`config.mk`:
```
export PLATFORM = sky130hd
export DESIGN_NAME = uart_rx_byte
export DESIGN_NICKNAME = d
export VERILOG_FILES = /design/src/rtl/uart_pkg.sv /design/src/rtl/uart_baud_tick.sv /design/src/rtl/uart_rx_byte.sv
export SDC_FILE = /design/constraint.sdc
export NUM_CORES = 1
export LEC_CHECK = 0
export BUFFER_PORTS_ARGS = -buffer_cell sky130_fd_sc_hd__buf_2
export CAP_MARGIN = 5
export CORE_UTILIZATION = 57
export DETAILED_ROUTE_END_ITERATION = 16
export GPL_ROUTABILITY_DRIVEN = 0
export PLACE_DENSITY = 0.77
export SYNTH_ARGS = -nofsm -noshare
export SYNTH_HDL_FRONTEND = slang
export SYNTH_SLANG_ARGS = --single-unit
```
`constraint.sdc`:
```
create_clock -name clk_50m -period 2.05 [get_ports clk_50m]
set_input_delay 0.205 -clock clk_50m [delete_from_list [all_inputs] [get_ports clk_50m]]
set_output_delay 0.205 -clock clk_50m [all_outputs]
set_load 0.01 [all_outputs]
```
`src/rtl/uart_pkg.sv`:
```
`default_nettype none
// ============================================================================
// uart_pkg : shared UART types, constants and baud divisor helper
// Rev 1.0
// ============================================================================
package uart_pkg;

  localparam int UART_DATA_W = 8;

  typedef enum logic [2:0] {
    ST_IDLE      = 3'd0,
    ST_START     = 3'd1,
    ST_DATA      = 3'd2,
    ST_PARITY    = 3'd3,
    ST_STOP      = 3'd4,
    ST_WAIT_IDLE = 3'd5
  } uart_state_e;

  // Rounded clocks-per-tick divisor.
  function automatic int uart_div(input int clk_freq, input int baud, input int oversample);
    return (clk_freq + (baud * oversample) / 2) / (baud * oversample);
  endfunction

endpackage
`default_nettype wire

```
`src/rtl/uart_baud_tick.sv`:
```
`default_nettype none
// ============================================================================
// uart_baud_tick : free-running divider, 1-cycle tick every DIV clocks,
//                  synchronous clear to re-phase against a line event
// Rev 1.0
// ============================================================================
module uart_baud_tick #(
  parameter int DIV = 27
) (
  input  logic clk,
  input  logic rst_n,
  input  logic i_clear,
  output logic o_tick
);

  localparam int c_CW = (DIV > 1) ? $clog2(DIV) : 1;
  localparam logic [c_CW-1:0] c_LAST = c_CW'(DIV - 1);

  logic [c_CW-1:0] r_cnt;

  always_ff @(posedge clk or negedge rst_n) begin
    if (!rst_n) begin
      r_cnt <= '0;
    end else if (i_clear || (r_cnt == c_LAST)) begin
      r_cnt <= '0;
    end else begin
      r_cnt <= r_cnt + 1'b1;
    end
  end

  assign o_tick = (r_cnt == c_LAST);

endmodule
`default_nettype wire

```
`src/rtl/uart_rx_byte.sv`:
```
`default_nettype none
// ============================================================================
// uart_rx_byte : 16x oversampled UART receiver with valid/ready byte output,
//                framing/overrun pulses. Define UART_PARITY_EN for 8E1.
// Rev 1.0
// ============================================================================
module uart_rx_byte
  import uart_pkg::*;
#(
  parameter int CLK_FREQ   = 50_000_000,
  parameter int BAUD       = 115200,
  parameter int OVERSAMPLE = 16
) (
  input  logic                   clk_50m,
  input  logic                   sw_rst_n,
  input  logic                   uart_rx,
  output logic [UART_DATA_W-1:0] rx_data,
  output logic                   rx_valid,
  input  logic                   rx_ready,
  output logic                   frame_err,
  output logic                   overrun,
  output logic                   parity_err
);

  localparam int c_DIV = uart_div(CLK_FREQ, BAUD, OVERSAMPLE);
  localparam int c_TW  = $clog2(OVERSAMPLE);
  localparam int c_BW  = $clog2(UART_DATA_W);
  localparam logic [c_TW-1:0] c_MID   = c_TW'(OVERSAMPLE / 2 - 1);
  localparam logic [c_TW-1:0] c_TLAST = c_TW'(OVERSAMPLE - 1);
  localparam logic [c_BW-1:0] c_BLAST = c_BW'(UART_DATA_W - 1);

  localparam logic [2:0] c_S_IDLE      = 3'(ST_IDLE);
  localparam logic [2:0] c_S_START     = 3'(ST_START);
  localparam logic [2:0] c_S_DATA      = 3'(ST_DATA);
`ifdef UART_PARITY_EN
  localparam logic [2:0] c_S_PARITY    = 3'(ST_PARITY);
`endif
  localparam logic [2:0] c_S_STOP      = 3'(ST_STOP);
  localparam logic [2:0] c_S_WAIT_IDLE = 3'(ST_WAIT_IDLE);

  logic                   r_sync1, r_sync2, r_line_prev;
  logic                   w_line, w_fall, w_start, w_tick, w_mid;
  logic [c_TW-1:0]        r_tick_cnt;
  logic [2:0]             r_state;
  logic [c_BW-1:0]        r_bit_idx;
  logic [UART_DATA_W-1:0] r_shift;
  logic                   r_deliver;
  logic                   r_frame_err;
  logic [UART_DATA_W-1:0] r_rx_data;
  logic                   r_rx_valid;
  logic                   r_overrun;

  always_ff @(posedge clk_50m or negedge sw_rst_n) begin
    if (!sw_rst_n) begin
      r_sync1     <= 1'b1;
      r_sync2     <= 1'b1;
      r_line_prev <= 1'b1;
    end else begin
      r_sync1     <= uart_rx;
      r_sync2     <= r_sync1;
      r_line_prev <= r_sync2;
    end
  end

  assign w_line  = r_sync2;
  assign w_fall  = r_line_prev & ~r_sync2;
  assign w_start = (r_state == c_S_IDLE) & w_fall;
  assign w_mid   = w_tick & (r_tick_cnt == c_MID);

  // Cleared with the start edge so every mid sample lands at a fixed phase.
  uart_baud_tick #(
    .DIV(c_DIV)
  ) u_baud_tick (
    .clk     (clk_50m),
    .rst_n   (sw_rst_n),
    .i_clear (w_start),
    .o_tick  (w_tick)
  );

  always_ff @(posedge clk_50m or negedge sw_rst_n) begin
    if (!sw_rst_n) begin
      r_tick_cnt <= '0;
    end else if (w_start) begin
      r_tick_cnt <= '0;
    end else if (w_tick) begin
      r_tick_cnt <= (r_tick_cnt == c_TLAST) ? '0 : r_tick_cnt + 1'b1;
    end
  end

`ifdef UART_PARITY_EN
  logic r_par_bad;
`endif

  always_ff @(posedge clk_50m or negedge sw_rst_n) begin
    if (!sw_rst_n) begin
      r_state     <= c_S_IDLE;
      r_bit_idx   <= '0;
      r_shift     <= '0;
      r_deliver   <= 1'b0;
      r_frame_err <= 1'b0;
`ifdef UART_PARITY_EN
      r_par_bad   <= 1'b0;
`endif
    end else begin
      r_deliver   <= 1'b0;
      r_frame_err <= 1'b0;
      case (r_state)
        c_S_IDLE: begin
          if (w_fall) r_state <= c_S_START;
        end
        c_S_START: begin
          if (w_mid) begin
            if (w_line) begin
              r_state <= c_S_IDLE;
            end else begin
              r_state   <= c_S_DATA;
              r_bit_idx <= '0;
            end
          end
        end
        c_S_DATA: begin
          if (w_mid) begin
            r_shift   <= {w_line, r_shift[UART_DATA_W-1:1]};
            r_bit_idx <= r_bit_idx + 1'b1;
            if (r_bit_idx == c_BLAST) begin
`ifdef UART_PARITY_EN
              r_state <= c_S_PARITY;
`else
              r_state <= c_S_STOP;
`endif
            end
          end
        end
`ifdef UART_PARITY_EN
        c_S_PARITY: begin
          if (w_mid) begin
            r_par_bad <= w_line ^ (^r_shift);
            r_state   <= c_S_STOP;
          end
        end
`endif
        c_S_STOP: begin
          if (w_mid) begin
            if (w_line) begin
              r_deliver <= 1'b1;
              r_state   <= c_S_IDLE;
            end else begin
              r_frame_err <= 1'b1;
              r_state     <= c_S_WAIT_IDLE;
            end
          end
        end
        c_S_WAIT_IDLE: begin
          if (w_line) r_state <= c_S_IDLE;
        end
        default: r_state <= c_S_IDLE;
      endcase
    end
  end

  // A full holder may still take a new byte when it is drained in the same cycle.
  always_ff @(posedge clk_50m or negedge sw_rst_n) begin
    if (!sw_rst_n) begin
      r_rx_data  <= '0;
      r_rx_valid <= 1'b0;
      r_overrun  <= 1'b0;
    end else begin
      r_overrun <= 1'b0;
      if (r_deliver) begin
        if (!r_rx_valid || rx_ready) begin
          r_rx_data  <= r_shift;
          r_rx_valid <= 1'b1;
        end else begin
          r_overrun <= 1'b1;
        end
      end else if (r_rx_valid && rx_ready) begin
        r_rx_valid <= 1'b0;
      end
    end
  end

`ifdef UART_PARITY_EN
  logic r_parity_err;

  always_ff @(posedge clk_50m or negedge sw_rst_n) begin
    if (!sw_rst_n) begin
      r_parity_err <= 1'b0;
    end else begin
      r_parity_err <= r_deliver & r_par_bad;
    end
  end

  assign parity_err = r_parity_err;
`else
  assign parity_err = 1'b0;
`endif

  assign rx_data   = r_rx_data;
  assign rx_valid  = r_rx_valid;
  assign frame_err = r_frame_err;
  assign overrun   = r_overrun;

endmodule
`default_nettype wire

```
==> run metrics, run 1 <==
status finished clean; Largest delay share family, worst path simple AND/OR/NAND/NOR gates; HP Class input port to flip-flop; Std-Cell Rows 19; synthesized area around 0.0016 sq mm; Final Setup Violations 0; post-synthesis sequential area ratio 58.6%; via count of the first global-routing pass between 1000 and 1500; number of port buffers 14; mean post-synth cell area about 12 sq um; crit path cell chain inv_1, ha_1, nand4b_4, or3_1, o31ai_1, nand2_1; switching fraction of total power 28.6%; Overall Power between 1500 and 2000 uW; antenna violations before repair 0; effective utilization at floorplan between 50 and 60%; detail-routed net length per standard cell between 10 and 15 microns; via density per instance 5.49; detailed-route DRC error count 0; routed wire length roughly 2500 microns; Post-synth top flop dfrtp_1; Async S/R FF share, synth 100%; DP Wirelength between 1500 and 2000 microns; wire length of the first global-routing pass about 4500 microns; global router's overall resource usage around a fifth; Routed met1 length 1130 microns; largest driver fanout on the critical path 7; Slew @ Worst Pin 811 ps; Max rail drop VDD ~790 uV; number of nets with antenna violations after detailed routing 0; path type of the worst setup path flip-flop to flip-flop; switching power of the nets 435 uW; Achievable Freq roughly 540 MHz; Clock Root Buffer clkbuf_4; number of nets at the end of the flow about 160; post-route setup TNS 0 ps; Comb pwr share roughly 14%; CTS tree yes; post-detailed-placement cell area about 0.0017 sq mm; leakage component of the power between 0.0009 and 0.001 uW; final clock period utilization by the worst path roughly nine tenths; Clock Power Share a little over a quarter; synthesized netlist cell count about 130; die outline height roughly 55 microns; Clock Skews 3.85 ps; Max Slew Vio Count 0; kind of start point of the critical path flip-flop; required time of the critical path approximately 2300 ps; CP arrival a little over 2000 ps; most used cells in the layout excluding fill and tap cells dfrtp_1 (35), mux2_2 (16), buf_2 (14); Layout area overhead 11.3%; DP Worst Slack between 200 and 300 ps; Netlist cell types 37; highest metal layer with signal wires met4; global route overflow 0; Yosys warning total 0; Critical Path Max Stage Delay about 500 ps; routed length on met3 a little over 80 microns; DRT iter0 DRCs 35; Pre-antenna DRT Iters 4; I/O pin total 16; die area slightly above 0.003 sq mm; TritonCTS sink count 38; WP buf/inv 1; Worst-path clk slew about 110 ps; CP Capture Type flip-flop; summed area of non-filler cells in the final layout between 0.0015 and 0.002 sq mm; Clock Tree Buf Depth 2; total power per unit cell area between 800 and 900 mW/mm^2; # diodes 0; cell with the largest stage delay on the worst path or3_1; number of levels the H-tree was split into 2; core area about 0.0027 sq mm; Clock Latency Late Sink 340 ps; x dimension of the die roughly 55 microns; synthesis-stage register bit count 38; amount of wire on met2 after detailed routing approximately 1200 microns; unrepaired setup endpoints after global routing false; endpoints failing hold 0; TritonCTS Buffers 5; pin count of the biggest net entering global routing 39; layout cells sized above 1 ~30%; Max transition margin 46.0%; most common cell after layout, fill and taps aside dfrtp_1; Post-Synthesis Net Count about 140; vias after detailed routing 1016; count of flip-flops with a built-in enable after synthesis 0; Pint around 1100 uW; Seq pwr share roughly 60%; number of max-capacitance violations reported 0; shortest period the worst path allows around 1800 ps; worst setup slack after layout between 200 and 250 ps
-- power groups by stage --
| stage | logic [uW] | clock network (uW) | registers, uW |
|---|---|---|---|
| detailed placement | 215 | 0 | 919 |
| finish | 213 | 402 | 907 |
| floorplan | 161 | 0 | 903 |
| global placement | 194 | 0 | 911 |
| global route | 243 | 446 | 921 |
| CTS | 219 | 423 | 907 |
-- layout make-up --
type                    instances  area [sq um]
fillers                       213           921
inverters                       4          15.0
flip-flops and latches         38           955
multi-input cells              87           643
well taps                      31          38.8
clock inverters                 2          12.5
repair buffers                 17          97.6
clock buffers                   6          51.3
-- metrics by stage --
stage          hold slack (ps)  std cells  util (%)
6_report                   139        185      66.3
3_3_place_gp               310        175      63.2
4_1_cts                    125        185      66.3
2_1_floorplan            -90.6        132         -
3_5_place_dp               313        175      63.2
5_1_grt                    157        185      66.3
-- path summary, 6_finish.rpt --
| kind | from | to | slack [ps] | cells after the start |
|---|---|---|---|---|
| hold / removal | rx_ready | overrun | 140 | 3 |
| min in group asynchronous | sw_rst_n | r_bit_idx[1] | 480 | 2 |
| setup reg to reg | u_baud_tick.r_cnt[0] | r_bit_idx[2] | 210 | 6 |
| setup / recovery | u_baud_tick.r_cnt[0] | r_bit_idx[2] | 210 | 6 |
| max in group asynchronous | sw_rst_n | u_baud_tick.r_cnt[4] | 1060 | 2 |
| hold reg to reg | r_sync1 | r_sync2 | 360 | 0 |
-- cell families after synthesis --
family,count (synthesis),share of synthesized area (%)
and+or+nand+nor,46,16.0
DFF,38,58.6
muxes,16,11.1
AOI/OAI and AO/OA,15,6.22
buffers and inverters,7,1.92
adders and majority gates,5,3.84
xor gates and xnor gates,4,2.15
other,1,0.230
-- routing by layer --
metal  vias up  GRT usage (%)
li1        500              -
met1       489           23.6
met2        19           30.3
met3         8           5.15
met4         0           11.1
met5         -              0
-- tightest hold or removal path, cell delays in order --
cell      delay [ps]
buf_2             70
nand2b_1         130
nor2_1            50
-- flip-flops by register name (all words and copies together) (netlist names) --
signal and count:
r_shift 8, u_baud_tick.r_cnt 5, overrun 1, rx_data 8
rx_valid 1, r_deliver 1, r_sync1 1, r_bit_idx 3
r_state 3, r_tick_cnt 4, r_sync2 1, frame_err 1
r_line_prev 1
-- cells in the mapped netlist, types with 2 or more instances --
library cell,number,area (sq um)
inv_1,4,15.0
dfrtp_1,35,876
ha_1,5,62.6
xor2_1,3,26.3
nand2_1,11,41.3
mux2_2,16,180
dfstp_2,3,78.8
nor2b_1,3,18.8
nand2b_1,2,12.5
o31ai_1,2,15.0
o21ai_0,2,10.0
nand3_1,5,25.0
nor2_1,13,48.8
a21oi_1,4,20.0
nor4_1,2,12.5
-- what timing repair did --
| action | CTS | global route |
|---|---|---|
| gates resized for setup | 0 | 0 |
| hold endpoints to repair | 36 | 0 |
| buffers inserted | 0 | 0 |
| hold buffers | 2 | 0 |
| endpoints found under the setup margin | 0 | 0 |
No activity file was read; power rests on OpenSTA's default activity.
==> inputs of run 2 (changes only) <==
--- a/config.mk
+++ b/config.mk
@@ -6,7 +6,7 @@
 export NUM_CORES = 1
 export LEC_CHECK = 0
 export BUFFER_PORTS_ARGS = -buffer_cell sky130_fd_sc_hd__buf_2
-export CAP_MARGIN = 5
+export CAP_MARGIN = 20
 export CORE_UTILIZATION = 57
 export DETAILED_ROUTE_END_ITERATION = 16
 export GPL_ROUTABILITY_DRIVEN = 0
==> constraint.sdc (replaced) <==
create_clock -name clk_50m -period 2.05 [get_ports clk_50m]
set_input_delay 0 -clock clk_50m [delete_from_list [all_inputs] [get_ports clk_50m]]
set_output_delay 0 -clock clk_50m [all_outputs]
set_load 0.01 [all_outputs]
==> run 2 against run 1 <==
  * First-iteration DRC count is 14% lower
  * Combinational power is essentially flat
  * Core utilization up 0.37 points
  * Via count is 0.39% higher
  * Routed wire length rose by 0.24%
  * Final area grew 0.55%
  * Global-route usage is 0.10 points higher
  * Sequential power hardly changed
  * Flip-flop and latch count is the same
  * Critical path depth unchanged
  * Die area stayed put
  * Maximum frequency stayed put
==> run metrics, run 2 (synthesized netlist as in run 1, its figures left out) <==
required time of the critical path 2280 ps (about the same); unrepaired setup endpoints after global routing false (unchanged); number of nets at the end of the flow 163 (was 162); antenna violations before repair 0 (unchanged); Clock Skews 3.85 ps (about the same); Routed met1 length 1140 microns (was 1130 microns); Final Setup Violations 0 (unchanged); most common cell after layout, fill and taps aside dfrtp_1 (unchanged); HP Class input port to asynchronous set/reset pin (was input port to flip-flop); global route overflow 0 (unchanged); Clock Tree Buf Depth 2 (unchanged); Fill cells 212 (was 213); effective utilization at floorplan 59.6% (unchanged); leakage component of the power 0.000967 uW (was 0.000963 uW); endpoints failing hold 0 (unchanged); via density per instance 5.48 (was 5.49); Clock Root Buffer clkbuf_4 (unchanged); detailed-route DRC error count 0 (unchanged); wire length of the first global-routing pass 4540 microns (was 4510 microns); path type of the worst setup path flip-flop to flip-flop (unchanged); die outline height 55.5 microns (unchanged); I/O pin total 16 (unchanged); layout cells sized above 1 29.7% (was 29.9%); Std-Cell Rows 19 (unchanged); number of buffers added to fix hold violations after cts 3 (was 2); pin count of the biggest net entering global routing 39 (unchanged); number of cells upsized or downsized after cts 0 (unchanged); DRT iter0 DRCs 30 (was 35); number of max-capacitance violations reported 0 (unchanged); Worst-path clk slew 110 ps (about the same); routed length on met3 81 microns (was 83 microns); number of nets with antenna violations after detailed routing 0 (unchanged); final clock period utilization by the worst path 89.8% (about the same); vias after detailed routing 1020 (was 1016); largest driver fanout on the critical path 7 (unchanged); DP Wirelength 1760 microns (unchanged); x dimension of the die 55.5 microns (unchanged); Max transition margin 45.9% (was 46.0%); TritonCTS sink count 38 (unchanged); amount of wire on met2 after detailed routing 1210 microns (about the same); TritonCTS Buffers 5 (unchanged); highest metal layer with signal wires met4 (unchanged); total power per unit cell area 836 mW/mm^2 (was 840 mW/mm^2); global router's overall resource usage 19.2% (was 19.1%); # diodes 0 (unchanged); kind of start point of the critical path flip-flop (unchanged); detail-routed net length per standard cell 13.4 microns (about the same); number of buffers inserted by post-CTS setup repair 0 (unchanged); via count of the first global-routing pass 1076 (was 1064); Pre-antenna DRT Iters 4 (unchanged); Layout area overhead 11.9% (was 11.3%); Max rail drop VDD 792 uV (about the same); number of port buffers 14 (unchanged); post-route setup TNS 0 ps (unchanged); CP arrival 2070 ps (about the same); CP Capture Type flip-flop (unchanged); CTS tree yes (unchanged); core area 0.00273 sq mm (unchanged); number of levels the H-tree was split into 2 (unchanged); Achievable Freq 543 MHz (unchanged); Slew @ Worst Pin 811 ps (about the same); shortest period the worst path allows 1840 ps (about the same); Hold Worst Slack 278 ps (was 139 ps); Max Slew Vio Count 0 (unchanged); status finished clean (unchanged); Clock Latency Late Sink 340 ps (about the same); most used cells in the layout excluding fill and tap cells dfrtp_1 (35), mux2_2 (16), buf_2 (14) (unchanged); die area 0.00308 sq mm (unchanged); routed wire length 2490 microns (was 2480 microns)
run 2: cell types whose count changed in the layout (fill, tap and decap cells not counted), sizes merged:
cell,delta
dlygate4sd3,+1
run 2: critical path, stage by stage, from the launching register on:
cell	delay (ps)
dfrtp_1	430
inv_1	70
ha_1	210
nand4b_4	160
or3_1	500
o31ai_1	290
nand2_1	70
run 2: through the flow:
step / total power, uW / cells / utilization (%) / cell area, sq um / worst slack, ps
finish: 1520 / 186 / 66.7 / 1820 / 208
global route: 1610 / 186 / 66.7 / 1820 / 71.9
detailed placement: 1130 / 175 / 63.2 / 1730 / 253
floorplan: 1060 / 132 / - / 1630 / 374
CTS: 1550 / 186 / 66.7 / 1820 / 223
global placement: 1110 / 175 / 63.2 / 1730 / 328
run 2: layout make-up:
| class | instances | area [sq um] | share of cell area (%) |
|---|---|---|---|
| clock buffer | 6 | 51.3 | 2.81 |
| clock inverter | 2 | 12.5 | 0.686 |
| inverter | 4 | 15.0 | 0.824 |
| multi-input combinational | 87 | 643 | 35.3 |
| sequential | 38 | 955 | 52.4 |
| tap | 31 | 38.8 | 2.13 |
| timing repair buffer | 18 | 108 | 5.90 |
run 2: routing by layer:
metal	vias up	GRT usage (%)
li1	502	-
met1	491	23.6
met2	19	30.6
met3	8	5.15
met4	0	11.1
met5	-	0
run 2: worst paths after layout:
check / slack, ps / endpoint / from / cells after the start
hold reg to reg: 360 / r_sync2 / r_sync1 / 0
setup reg to reg: 210 / r_bit_idx[2] / u_baud_tick.r_cnt[0] / 6
max in group asynchronous: 1260 / u_baud_tick.r_cnt[4] / sw_rst_n / 2
hold / removal: 280 / r_bit_idx[1] / sw_rst_n / 2
setup / recovery: 210 / r_bit_idx[2] / u_baud_tick.r_cnt[0] / 6
min in group clk_50m: 310 / r_sync1 / uart_rx / 2
run 2: report_power, final:
part | internal (uW) | leakage [uW] | switching, uW
Clock | 165 | 0.0000343 | 238
Combinational | 102 | 0.000427 | 113
Sequential | 822 | 0.000506 | 85.0
==> inputs of run 3 (changes only) <==
--- a/config.mk
+++ b/config.mk
@@ -7,10 +7,11 @@
 export LEC_CHECK = 0
 export BUFFER_PORTS_ARGS = -buffer_cell sky130_fd_sc_hd__buf_2
 export CAP_MARGIN = 20
-export CORE_UTILIZATION = 57
+export CORE_UTILIZATION = 60
+export CTS_BUF_LIST = sky130_fd_sc_hd__clkbuf_8
 export DETAILED_ROUTE_END_ITERATION = 16
 export GPL_ROUTABILITY_DRIVEN = 0
-export PLACE_DENSITY = 0.77
+export PLACE_DENSITY = 0.81
 export SYNTH_ARGS = -nofsm -noshare
 export SYNTH_HDL_FRONTEND = slang
 export SYNTH_SLANG_ARGS = --single-unit
==> run 3 against run 2 <==
  * Routed wire length increased by 5.4%
  * Clock skew grew 2.5 ps
  * Count of clock-buffer cells in the layout shrank 1
  * Critical path depth unchanged
  * Largest cell class unchanged
  * Final area is the same
  * Global-route usage is 2.6 points higher
  * Via count grew 3.8%
  * Sequential share of layout area stayed put
==> run metrics, run 3 (synthesized netlist as in run 1, its figures left out) <==
count of non-filler cells in the finished layout 183 (was 186); most used cells in the layout excluding fill and tap cells dfrtp_1 (35), mux2_2 (16), buf_2 (14) (unchanged); Slew @ Worst Pin 793 ps (was 811 ps); CP arrival 2010 ps (was 2070 ps); area taken by flip-flops and latches 955 sq um (unchanged); Worst-path clk slew 70 ps (was 110 ps); number of nets with antenna violations after detailed routing 0 (unchanged); Seq pwr share 57.0% (was 59.5%); Largest delay share family, worst path simple AND/OR/NAND/NOR gates (unchanged); via count of the first global-routing pass 996 (was 1076); switching power of the nets 446 uW (was 435 uW); startpoint of the lowest-slack register-to-register path u_baud_tick.r_cnt[0] (unchanged); Pint 1150 uW (was 1090 uW); number of cells upsized or downsized after cts 0 (unchanged); most common cell after layout, fill and taps aside dfrtp_1 (unchanged); number of levels the H-tree was split into 2 (unchanged); Layout area overhead 11.9% (unchanged); I/O pin total 16 (unchanged); WP buf/inv 1 (unchanged); Fill cells 179 (was 212); Clock Root Buffer clkbuf_8 (was clkbuf_4); Max Slew Vio Count 0 (unchanged); number of max-capacitance violations reported 0 (unchanged); # diodes 0 (unchanged); largest driver fanout on the critical path 7 (unchanged); shortest period the worst path allows 1850 ps (was 1840 ps); DP Wirelength 1860 microns (was 1760 microns); Std-Cell Rows 18 (was 19); crit path cell chain inv_1, ha_1, nand4b_4, or3_1, o31ai_1, nand2_1 (unchanged); Achievable Freq 542 MHz (was 543 MHz); Clock Power Share 29.8% (was 26.4%); detailed-route DRC error count 0 (unchanged); detail-routed net length per standard cell 14.3 microns (was 13.4 microns); DRT iter0 DRCs 13 (was 30); number of nets at the end of the flow 161 (was 163); Comb pwr share 13.3% (was 14.1%); HP Class input port to flip-flop (was input port to asynchronous set/reset pin); Pre-antenna DRT Iters 4 (unchanged); Clock Skews 6.36 ps (was 3.85 ps); routed wire length 2620 microns (was 2490 microns); Final Setup Violations 0 (unchanged); CP Capture Type flip-flop (unchanged); die outline height 54.1 microns (was 55.5 microns); cell with the largest stage delay on the worst path or3_1 (unchanged); required time of the critical path 2210 ps (was 2280 ps); Max transition margin 47.1% (was 45.9%); total power per unit cell area 877 mW/mm^2 (was 836 mW/mm^2); number of port buffers 14 (unchanged); switching fraction of total power 27.9% (was 28.6%); layout cells sized above 1 28.8% (was 29.7%); global router's overall resource usage 21.9% (was 19.2%); core area 0.00252 sq mm (was 0.00273 sq mm); post-route setup TNS 0 ps (unchanged); CTS tree yes (unchanged); vias after detailed routing 1059 (was 1020); final clock period utilization by the worst path 90.0% (was 89.8%); status finished clean (unchanged); TritonCTS Buffers 5 (unchanged); effective utilization at floorplan 64.6% (was 59.6%); x dimension of the die 54.1 microns (was 55.5 microns); unrepaired setup endpoints after global routing false (unchanged); post-route core utilization 72.3% (was 66.7%); endpoints failing hold 0 (unchanged); antenna violations before repair 0 (unchanged); via density per instance 5.79 (was 5.48); global route overflow 0 (unchanged); TritonCTS sink count 38 (unchanged); Placed Cells incl. Taps 173 (was 175); die area 0.00293 sq mm (was 0.00308 sq mm); Max rail drop VDD 872 uV (was 792 uV); path type of the worst setup path flip-flop to flip-flop (unchanged); pin count of the biggest net entering global routing 39 (unchanged); launching element of the worst setup path u_baud_tick.r_cnt[0] (unchanged); leakage component of the power 0.000972 uW (was 0.000967 uW); startpoint of the tightest hold check path rx_ready; Critical Path Max Stage Delay 500 ps (about the same); Clock Tree Buf Depth 2 (unchanged); Overall Power 1600 uW (was 1520 uW); kind of start point of the critical path flip-flop (unchanged); Clock Latency Late Sink 290 ps (was 340 ps); wire length of the first global-routing pass 4300 microns (was 4540 microns); area of combinational cells with multiple inputs 643 sq um (unchanged); number of buffers added to fix hold violations after cts 2 (was 3); number of buffers inserted by post-CTS setup repair 0 (unchanged)
run 3: tightest hold or removal path, delay by kind of cell:
kind	cells	cell delay, ps
AND/OR/NAND/NOR	2	200
buffers and inverters	1	70
run 3: final timing paths:
path / slack, ps / depth (start not counted) / end
max: 200 / 6 / r_bit_idx[2]
min in group asynchronous: 330 / 2 / u_baud_tick.r_cnt[1]
min: 20 / 3 / overrun
max in group asynchronous: 1220 / 2 / r_state[0]
min reg2reg: 360 / 0 / r_sync2
max reg2reg: 200 / 6 / r_bit_idx[2]
run 3: power groups by stage:
stage | sequential, uW | clock, uW | combinational (uW)
floorplan | 903 | 0 | 161
finish | 911 | 476 | 212
CTS | 910 | 494 | 217
detailed placement | 924 | 0 | 211
global route | 919 | 521 | 248
global placement | 915 | 0 | 195
run 3: cell type report:
cell class                 count  area share, %
clock buffer                   5           3.77
clock inverter                 3          0.755
inverter                       4          0.824
multi-input combinational     87           35.3
sequential                    38           52.4
tap                           30           2.06
timing repair buffer          16           4.94
run 3: per-stage QoR:
| step | setup slack [ps] | cell area [sq um] | hold slack (ps) |
|---|---|---|---|
| floorplan | 374 | 1630 | -296 |
| global placement | 295 | 1720 | 108 |
| detailed placement | 220 | 1720 | 106 |
| CTS | 196 | 1820 | 9.09 |
| global route | 105 | 1820 | 31.3 |
| finish | 204 | 1820 | 17.7 |
run 3: routing by layer:
| layer | share of wire (%) | GRT usage [%] | vias to the layer above |
|---|---|---|---|
| met5 | 0 | 0 | - |
| met4 | 2.8 | 14.5 | 0 |
| met3 | 3.5 | 6.21 | 9 |
| met2 | 50 | 36.2 | 25 |
| met1 | 43 | 24.3 | 526 |
| li1 | - | - | 499 |
